--- config.mk ---
export PLATFORM = sky130hd
export DESIGN_NAME = mem_arbiter
export DESIGN_NICKNAME = d
export VERILOG_FILES = /design/src/rtl/mem_arbiter_pkg.sv /design/src/rtl/mem_arbiter_arb_prio.sv /design/src/rtl/mem_arbiter.sv
export SDC_FILE = /design/constraint.sdc
export NUM_CORES = 1
export LEC_CHECK = 0
export ABC_AREA = 1
export CAP_MARGIN = 20
export CORE_ASPECT_RATIO = 1.4
export CORE_MARGIN = 5
export CORE_UTILIZATION = 30
export DETAILED_ROUTE_END_ITERATION = 6
export GPL_TIMING_DRIVEN = 0
export PLACE_DENSITY_LB_ADDON = 0.2
export SLEW_MARGIN = 20
export SYNTH_ARGS = -nofsm -noshare
export SYNTH_HDL_FRONTEND = slang
export SYNTH_HIERARCHICAL = 1
export SYNTH_SLANG_ARGS = --single-unit
--- constraint.sdc ---
create_clock -name clk -period 2.6 [get_ports clk]
set_input_delay 0.26 -clock clk [delete_from_list [all_inputs] [get_ports clk]]
set_output_delay 0.26 -clock clk [all_outputs]
set_load 0.05 [all_outputs]
--- src/rtl/mem_arbiter_pkg.sv ---
// rtl/mem_arbiter_pkg.sv - shared state encoding and default sizes for the memory arbiter
package mem_arbiter_pkg;

    typedef enum logic [1:0] {
        IDLE   = 2'd0,
        SERVE0 = 2'd1,
        SERVE1 = 2'd2
    } arb_state_t;

    localparam int DEF_ADDR_W    = 12;
    localparam int DEF_DATA_W    = 32;
    localparam int DEF_MAX_BURST = 4;

endpackage

--- src/rtl/mem_arbiter_arb_prio.sv ---
// rtl/mem_arbiter_arb_prio.sv - two-way round-robin pick between port requests
module arb_prio (
    input  logic req0,
    input  logic req1,
    input  logic prio,
    output logic any,
    output logic pick
);

    // pick is the winning port index; prio only matters on a tie
    assign any  = req0 | req1;
    assign pick = (req0 && req1) ? prio : req1;

endmodule

--- src/rtl/mem_arbiter.sv ---
// rtl/mem_arbiter.sv - two-port burst arbiter in front of a single-ported data memory
module mem_arbiter
    import mem_arbiter_pkg::*;
#(
    parameter int ADDR_W    = DEF_ADDR_W,
    parameter int DATA_W    = DEF_DATA_W,
    parameter int MAX_BURST = DEF_MAX_BURST
) (
    input  logic              clk,
    input  logic              rst_n,
    input  logic              req0,
    input  logic              we0,
    input  logic [ADDR_W-1:0] addr0,
    input  logic [DATA_W-1:0] wdata0,
    input  logic              last0,
    input  logic              req1,
    input  logic              we1,
    input  logic [ADDR_W-1:0] addr1,
    input  logic [DATA_W-1:0] wdata1,
    input  logic              last1,
    output logic              gnt0,
    output logic              gnt1,
    output logic              ack0,
    output logic              ack1,
    output logic [DATA_W-1:0] rdata0,
    output logic [DATA_W-1:0] rdata1,
    output logic [ADDR_W-1:0] mem_pos,
    output logic [DATA_W-1:0] mem_data,
    output logic              mem_wr,
    input  logic [DATA_W-1:0] mem_rdata
);

    localparam int CNT_W = (MAX_BURST > 1) ? $clog2(MAX_BURST) : 1;
    localparam logic [CNT_W-1:0] CNT_LAST = CNT_W'(MAX_BURST - 1);

    arb_state_t       state;
    logic             prio;
    logic [CNT_W-1:0] beat_cnt;
    logic             beat0;
    logic             beat1;
    logic             end0;
    logic             end1;
    logic             at_max;
    logic             pick_any;
    logic             pick;

    assign beat0  = (state == SERVE0) && req0;
    assign beat1  = (state == SERVE1) && req1;
    assign at_max = (beat_cnt == CNT_LAST);

    // a burst closes on its last beat, on the MAX_BURST-th beat, or when the owner drops req
    assign end0 = (state == SERVE0) && (!req0 || last0 || at_max);
    assign end1 = (state == SERVE1) && (!req1 || last1 || at_max);

    assign mem_pos  = beat1 ? addr1 : addr0;
    assign mem_data = beat1 ? wdata1 : wdata0;
    assign mem_wr   = (beat0 && we0) || (beat1 && we1);

    arb_prio u_arb_prio (
        .req0 (req0),
        .req1 (req1),
        .prio (prio),
        .any  (pick_any),
        .pick (pick)
    );

    always_ff @(posedge clk) begin
        if (!rst_n) begin
            state    <= IDLE;
            prio     <= 1'b0;
            beat_cnt <= '0;
            gnt0     <= 1'b0;
            gnt1     <= 1'b0;
            ack0     <= 1'b0;
            ack1     <= 1'b0;
            rdata0   <= '0;
            rdata1   <= '0;
        end else begin
            ack0 <= beat0;
            ack1 <= beat1;
            if (beat0 && !we0) rdata0 <= mem_rdata;
            if (beat1 && !we1) rdata1 <= mem_rdata;

            case (state)
                IDLE: begin
                    if (pick_any) begin
                        state    <= pick ? SERVE1 : SERVE0;
                        gnt0     <= !pick;
                        gnt1     <= pick;
                        beat_cnt <= '0;
                    end
                end
                SERVE0: begin
                    if (end0) begin
                        prio     <= 1'b1;
                        beat_cnt <= '0;
                        gnt0     <= 1'b0;
                        gnt1     <= req1;
                        state    <= req1 ? SERVE1 : IDLE;
                    end else begin
                        beat_cnt <= beat_cnt + CNT_W'(1);
                    end
                end
                SERVE1: begin
                    if (end1) begin
                        prio     <= 1'b0;
                        beat_cnt <= '0;
                        gnt1     <= 1'b0;
                        gnt0     <= req0;
                        state    <= req0 ? SERVE0 : IDLE;
                    end else begin
                        beat_cnt <= beat_cnt + CNT_W'(1);
                    end
                end
                default: begin
                    state <= IDLE;
                    gnt0  <= 1'b0;
                    gnt1  <= 1'b0;
                end
            endcase
        end
    end

endmodule

Word-level counts from Yosys, hierarchy flattened
Index checks and enable logic that the tools add are counted.
{"block": "classes", "bitwise_logic": 1, "reduce_logical": 25, "n_addsub": 1, "muxes": 24, "n_eq_ne": 6}
{"operator": "$mux 32", "n": 1}
{"operator": "$mux 2", "n": 8}
{"operator": "$mux 12", "n": 1}
{"operator": "$pmux 2 s3", "n": 2}
{"operator": "$logic_and 1x1->1", "n": 9}
{"operator": "$mux 1", "n": 9}
{"operator": "$ne 2x2->1 const B", "n": 3}
{"operator": "$pmux 1 s3", "n": 2}
{"operator": "$reduce_and 3->1", "n": 2}
{"operator": "$logic_not 1->1", "n": 5}
{"operator": "$logic_or 1x1->1", "n": 5}
{"operator": "$eq 2x2->1 const B", "n": 2}
{"operator": "$reduce_bool 3->1", "n": 1}
{"operator": "$add 2x1->2 const B", "n": 1}
{"operator": "$eq 2x1->1 const B", "n": 1}
{"operator": "$logic_not 2->1", "n": 1}
{"operator": "$pmux 1 s2", "n": 1}
{"operator": "$reduce_and 2->1", "n": 1}
{"operator": "$reduce_bool 2->1", "n": 1}
{"operator": "$or 1x1->1", "n": 1}
{"block": "totals", "elab_cells": 66, "input_bits": 128, "reg_bits": 73}

Logic depth before layout (Yosys ltp)
Gate-level depths: netlist of run 1.
{"block": "logic_depth", "word_depth": 6, "depth_mapped": 8}

Modules after synthesis
Netlist of run 1, hierarchy kept.
{"mod": "mem_arbiter", "n_inst": 1, "seq_area_each_um2": 1461.4, "area_each_um2": 3368.2, "cells_each": 487}
{"mod": "arb_prio", "n_inst": 1, "seq_area_each_um2": 0.0, "area_each_um2": 22.5, "cells_each": 5}

Worst setup path after synthesis of run 1
Ideal clock, no wire load.
{"block": "synth_path", "path_type": "flip-flop to output port", "from": "register state[0]", "to": "output mem_data[22]", "path_slack_ns": 0.851, "path_stages_with_launch": 8, "t_arrival_ns": 1.489, "path_cell_list": "dfxtp_1 > inv_1 > ha_1 > nand2_2 > buf_4 > buf_2 > nand2_1 > nand2_1"}
{"block": "synth_between", "elab_chain_len": 3}
{"element": "from (decl)", "line_no": "mem_arbiter.sv:36", "text": "arb_state_t state;"}
{"element": "from (signal assigned)", "line_no": "mem_arbiter.sv:87", "text": "state <= pick ? SERVE1 : SERVE0;"}
{"element": "from (signal assigned)", "line_no": "mem_arbiter.sv:99", "text": "state <= req1 ? SERVE1 : IDLE;"}
{"element": "from (signal assigned)", "line_no": "mem_arbiter.sv:110", "text": "state <= req0 ? SERVE0 : IDLE;"}
{"element": "$eq 2x2->1", "line_no": "mem_arbiter.sv:48", "text": "assign beat1 = (state == SERVE1) && req1;"}
{"element": "$logic_and 1x1->1", "line_no": "mem_arbiter.sv:48"}
{"element": "$mux 32", "line_no": "mem_arbiter.sv:56", "text": "assign mem_data = beat1 ? wdata1 : wdata0;"}
{"element": "to (decl)", "line_no": "mem_arbiter.sv:28", "text": "output logic [DATA_W-1:0] mem_data,"}
No other way between the ends.

Final worst setup path of run 1
{"block": "layout_path", "from": "register state[0]", "to": "output mem_data[5]"}
The elaborated chain is that of the path after synthesis.

==> metrics.txt, run 1 <==
status finished, final reports clean; GRT Util Overall 0.203; max capacitance violation total 0; fin crit share 0.940; Routed WL 14400 um; gpl congestion 0.960; synth top area cells dfxtp_1, nand2_1, nor2_1; Nets 875; RSZ-0062 raised after global routing no; Hold Buf Count CTS 0; power per cell area 597 nW/um^2; max-slew violations 0; Data arrival, critical path 2190 ps; relative slew slack 0.639; Clk pwr share 0.307; core area 11200 um^2; I/O Pins 241; Async SR Flop Fraction 0; switching share of power 0.361; Cell Area, Synth 3390 um^2; synth cell count leaders nand2_1, nor2_1, dfxtp_1; initial detailed-routing violation count 148; top cell type's share of synthesized area 0.431; largest net degree at the start of global routing 12; Layout Utilization 0.538; fmax 0.409 GHz; top-count cell post-synth nand2_1; CTS Sinks 73; DR pass1 iterations 4; CTS root buf clkbuf_16; H-tree depth 3; Crit path required time 2340 ps; row cnt 46; Port Buffer Count 239; main flop type after synthesis dfxtp_1; initial antenna violation count 10; CP Capture Type primary output; dpl hpwl 11700 um; postcts setup bufs 0; Pleak 2.74 nW; post-synthesis sequential area ratio 0.431; Die H 136 um; Post-synth EDFFs 0; via count 4105; post-layout minimum cycle time 2450 ps; power share of the combinational group 0.350; Setup violations, final 0; total global routing overflow 0; Final Hold Viols 0; starting density of the core 0.302; Fillers 1081; Worst VDD drop 535 uV; Via density 4.60; Worst Max-Slew Pin Slew 540 ps; layout cells sized above 1 0.157; full die area 13600 um^2; vias in the first global route 4092; crit path max fanout 10; Synth-to-Final Area Change 78.0%; CP Class flop to primary output; Net Switching 1.30 mW; # DRC 0; Synth cell types 23; first-pass GRT wire length 21400 um; syn_nets 625; Syn Inst Count 492; largest area contributor in the netlist dfxtp_1; Internal 2.30 mW; Avg Inst Size Synth 6.89 um^2; Skew-Pair Late Insertion Delay 330 ps; most used routing layer met2; Setup Skew 6.26 ps; Seq cells post-synth 73; Reg clk slew, reported paths 60 ps; clock buffer depth 2; WL per Instance 16.2 um; part of the power in registers 0.343; Hold Crit Class input port to flop; Startpoint Class flop; grt met3 use 0.115; Die W 99.9 um; Routed Antenna Nets 0; Layout Cells excl Fill 893; CTS tree yes; Num CTS Buffers 9; met1 Track Usage GR 0.205; grt met2 use 0.346; Synth Warn # 6; dpl cells 875
metrics by stage:
stage          setup slack (ps)  instance area (um^2)  power [mW]  hold WS (ps)  setup TNS (ps)
2_1_floorplan               851                  3390        2.02           388               0
6_report                    155                  6030        3.60           260               0
4_1_cts                    1.55                  6180        3.65           273               0
3_5_place_dp               -164                  5960        2.59           453           -3780
5_1_grt                    22.1                  6030        3.77           298               0
3_3_place_gp               -134                  5960        2.58           449           -3510
power groups by stage:
stage          Clock, mW  Combinational (mW)  Sequential, mW
2_1_floorplan          0               0.555            1.47
3_3_place_gp           0                1.32            1.25
6_report            1.11                1.26            1.23
4_1_cts             1.13                1.29            1.24
3_5_place_dp           0                1.33            1.26
5_1_grt             1.19                1.34            1.24
worst max-delay path, cell delays in order, from the launching register on:
cell	delay, ps
dfxtp_1	340
inv_1	90
ha_1	240
nand2_2	100
buf_4	200
inv_4	140
buf_4	200
nand2_1	60
nand2_1	100
clkdlybuf4s15_2	390
kinds of logic after synthesis:
logic type / synth area share
adders and majority gates: 0.0185
and+or+nand+nor: 0.366
DFF: 0.431
AOI/OAI and AO/OA: 0.114
buffers and inverters: 0.0705
worst paths after layout:
path | startpoint | to | slack, ps | cells past startpoint
worst min register to register | gnt1 | gnt1 | 460 | 2
worst min-delay path | rst_n | beat_cnt[0] | 260 | 3
worst max-delay path | state[0] | mem_data[5] | 150 | 9
worst max register to register | state[0] | rdata1[29] | 1050 | 8
area by class of cell:
class	count	area, um^2	area share
Clock inverter	3	17.5	0.00290
Clock buffer	12	246	0.0408
Tap cell	144	180	0.0299
Buffer	28	185	0.0307
Antenna cell	3	7.51	0.00124
Timing Repair Buffer	239	2190	0.363
Multi-Input combinational cell	378	1690	0.280
Sequential cell	73	1460	0.242
Inverter	13	53.8	0.00892
repair_timing:
item	in CTS	in global routing
cloned	0	0
pin swaps	0	0
endpoints found under the setup margin	45	39
hold endpoints to repair	0	0
resized for setup	49	76
layout by cell type (no fill, tap or decap), drive strengths merged, types with 3 or more instances in the layout:
master	synthesis	layout
buf	25	25
a21oi	10	10
clkdlybuf4s50	0	194
nand2	154	154
diode	0	3
nor2	133	133
dfxtp	73	73
clkbuf	3	54
ha	5	5
nand3	7	7
inv	13	13
dlygate4sd2	0	5
o21ai	65	65
sequential cells by signal, indices dropped and copies added, names as in the netlist:
name	flops
rdata0	32
rdata1	32
beat_cnt	2
state	2
ack0	1
ack1	1
gnt0	1
gnt1	1
prio	1
routing by layer:
| layer | part of all wire | wire length (um) |
|---|---|---|
| met5 | 0.0061 | 88 |
| met4 | 0.021 | 306 |
| met3 | 0.13 | 1830 |
| met2 | 0.48 | 6880 |
| met1 | 0.37 | 5320 |
No activity file was read; power rests on OpenSTA's default activity.
==> inputs of run 2 (changes only) <==
Settings changed: CTS_CLUSTER_SIZE set to 20, REMOVE_ABC_BUFFERS set to 1, TNS_END_PERCENT set to 5.
==> metrics.txt, run 2 (same netlist as run 1, synthesis figures left out) <==
largest registers rdata0: 32 flops, rdata1: 32 flops; starting density of the core 0.302 (unchanged); reg2reg start state[0]; Routed WL 13500 um (-6.8%); slowest library cell on the worst path clkdlybuf4s15_1; Worst Max-Slew Pin Slew 901 ps (+361 ps); CP Capture Type primary output; Routed Antenna Nets 0 (unchanged); Hold Buf Count CTS 0 (unchanged); hold depth 3 (unchanged); commonest non-fill, non-tap cell in the layout clkdlybuf4s50_1; max-slew violations 0 (unchanged); Layout Cells excl Fill 867 (-2.9%); Die H 136 um (unchanged); power share of the combinational group 0.321 (-0.029); H-tree depth 3 (unchanged); row cnt 46 (unchanged); clock buffer depth 2 (unchanged); vias in the first global route 3810 (-6.9%); Setup violations, final 0 (unchanged); Setup Skew 7.33 ps (+1.07 ps); commonest non-fill, non-tap cells in the layout clkdlybuf4s50_1, nand2_1, nor2_1; Final Hold Viols 0 (unchanged); gpl congestion 0.803 (-16%); Pleak 2.68 nW (-2.3%); Internal 2.52 mW (+9.4%); CTS Sinks 73 (unchanged); layout cells sized above 1 0.143 (-0.0142); r2r setup slk 230 ps (-820 ps); worst reg2reg endpoint rdata1[23]; Worst VDD drop 406 uV (-24%); I/O Pins 241 (unchanged); worst-path cell chain inv_1 -> ha_1 -> nand2_8 -> inv_16 -> nand2_1 -> nand2_1 -> clkdlybuf4s15_1; Port Buffer Count 240 (+0.42%); via count 3988 (-2.9%); post-layout minimum cycle time 2520 ps (+77.3 ps); first-pass GRT wire length 20100 um (-6.3%); Via density 4.60 (about the same); initial antenna violation count 7 (-3); worst reg2reg path depth 7 (-1); fmax 0.396 GHz (-3.1%); total global routing overflow 0 (unchanged); status finished, final reports clean; fin crit share 0.970 (+0.0297); part of the power in registers 0.321 (-0.022); power per cell area 642 nW/um^2 (+7.6%); GRT Util Overall 0.188 (-0.0154); RSZ-0062 raised after global routing yes; CTS root buf clkbuf_16; Fillers 1125 (+4.1%); initial detailed-routing violation count 70 (-53%); Crit path required time 2340 ps (about the same); crit path max fanout 48 (+38); WL per Instance 15.5 um (-4.0%); Skew-Pair Late Insertion Delay 330 ps (about the same); CP max stage delay 500 ps (+110 ps); Data arrival, critical path 2260 ps (+70 ps); Crit. Startpoint state[0]; full die area 13600 um^2 (unchanged); CTS tree yes; Die W 99.9 um (unchanged); total power 3.84 mW (+6.7%); most used cell, CP nand2_1; max capacitance violation total 0 (unchanged); Clk pwr share 0.358 (+0.051); Startpoint Class flop; Setup crit end mem_data[15]; Reg clk slew, reported paths 50 ps (about the same); dpl hpwl 9890 um (-15%); # DRC 0 (unchanged); DR pass1 iterations 4 (unchanged); Synth-to-Final Area Change 76.5%; postcts setup bufs 0 (unchanged); dpl cells 849 (-3.0%); switching share of power 0.345 (-0.0167); largest net degree at the start of global routing 49 (+37); core area 11200 um^2 (unchanged); relative slew slack 0.399 (-0.240); Hold Crit Class input port to flop; Nets 850 (-2.9%); Num CTS Buffers 9 (unchanged); CP Class flop to primary output; Net Switching 1.32 mW (+1.7%)
run 2: through the flow:
step | setup slack [ps] | instance area (um^2) | TNS [ps] | hold WS (ps) | utilization
6_report | 77.7 | 5980 | 0 | 420 | 0.533
5_1_grt | -104 | 5980 | -139 | 436 | 0.533
4_1_cts | 0.205 | 6140 | 0 | 414 | 0.547
3_5_place_dp | -801 | 5800 | -55180 | 459 | 0.517
3_3_place_gp | -792 | 5790 | -56170 | 450 | 0.516
2_1_floorplan | 446 | 3210 | 0 | 383 | -
run 2: power groups by stage:
stage | registers [mW] | logic (mW) | clock network [mW]
final | 1.23 | 1.23 | 1.38
after floorplan | 1.47 | 0.517 | 0
after detailed placement | 1.26 | 1.30 | 0
after global routing | 1.24 | 1.31 | 1.46
after CTS | 1.23 | 1.26 | 1.41
after global placement | 1.25 | 1.29 | 0
run 2: worst min-delay path by stage:
stage	to	slack (ps)	startpoint
after floorplan	beat_cnt[0]	380	rst_n
after global placement	gnt1	450	gnt1
after detailed placement	gnt1	460	gnt1
after CTS	prio	410	rst_n
after global routing	beat_cnt[0]	440	rst_n
final	beat_cnt[0]	420	rst_n
run 2: layout make-up:
class                           count  area, um^2  share of cell area
Tap cell                          144         180              0.0301
Clock inverter                      5        86.3              0.0144
Antenna cell                        1        2.50            0.000418
Timing Repair Buffer              241        2220               0.371
Sequential cell                    73        1460               0.244
Inverter                           13        67.6              0.0113
Clock buffer                       11         253              0.0422
Multi-Input combinational cell    379        1710               0.286
run 2: metal layers:
layer / global-route usage / vias up / routed length [um] / share of wire
met4: 0.0418 / 12 / 121 / 0.0090
met2: 0.321 / 180 / 6380 / 0.47
met1: 0.197 / 1777 / 5040 / 0.37
met5: 0 / - / 87 / 0.0065
li1: - / 1996 / - / -
met3: 0.112 / 23 / 1820 / 0.14
run 2: critical path, delay by kind of cell, from the launching register on:
kind	cells	cell delay, ps
simple gates	3	390
fa+ha+maj	1	330
flops	1	340
buf+inv	3	830
run 2: what timing repair did:
item	CTS	global route
pin swaps	1	0
setup endpoints to repair	77	42
gates cloned	1	0
gates resized for setup	66	74
==> inputs of run 3 (changes only) <==
Settings changed: ABC_CLOCK_PERIOD_IN_PS set to 2600, GPL_ROUTABILITY_DRIVEN set to 0.
==> results of run 3 <==
The final DEF is identical to that of run 2; final timing and power are the same.
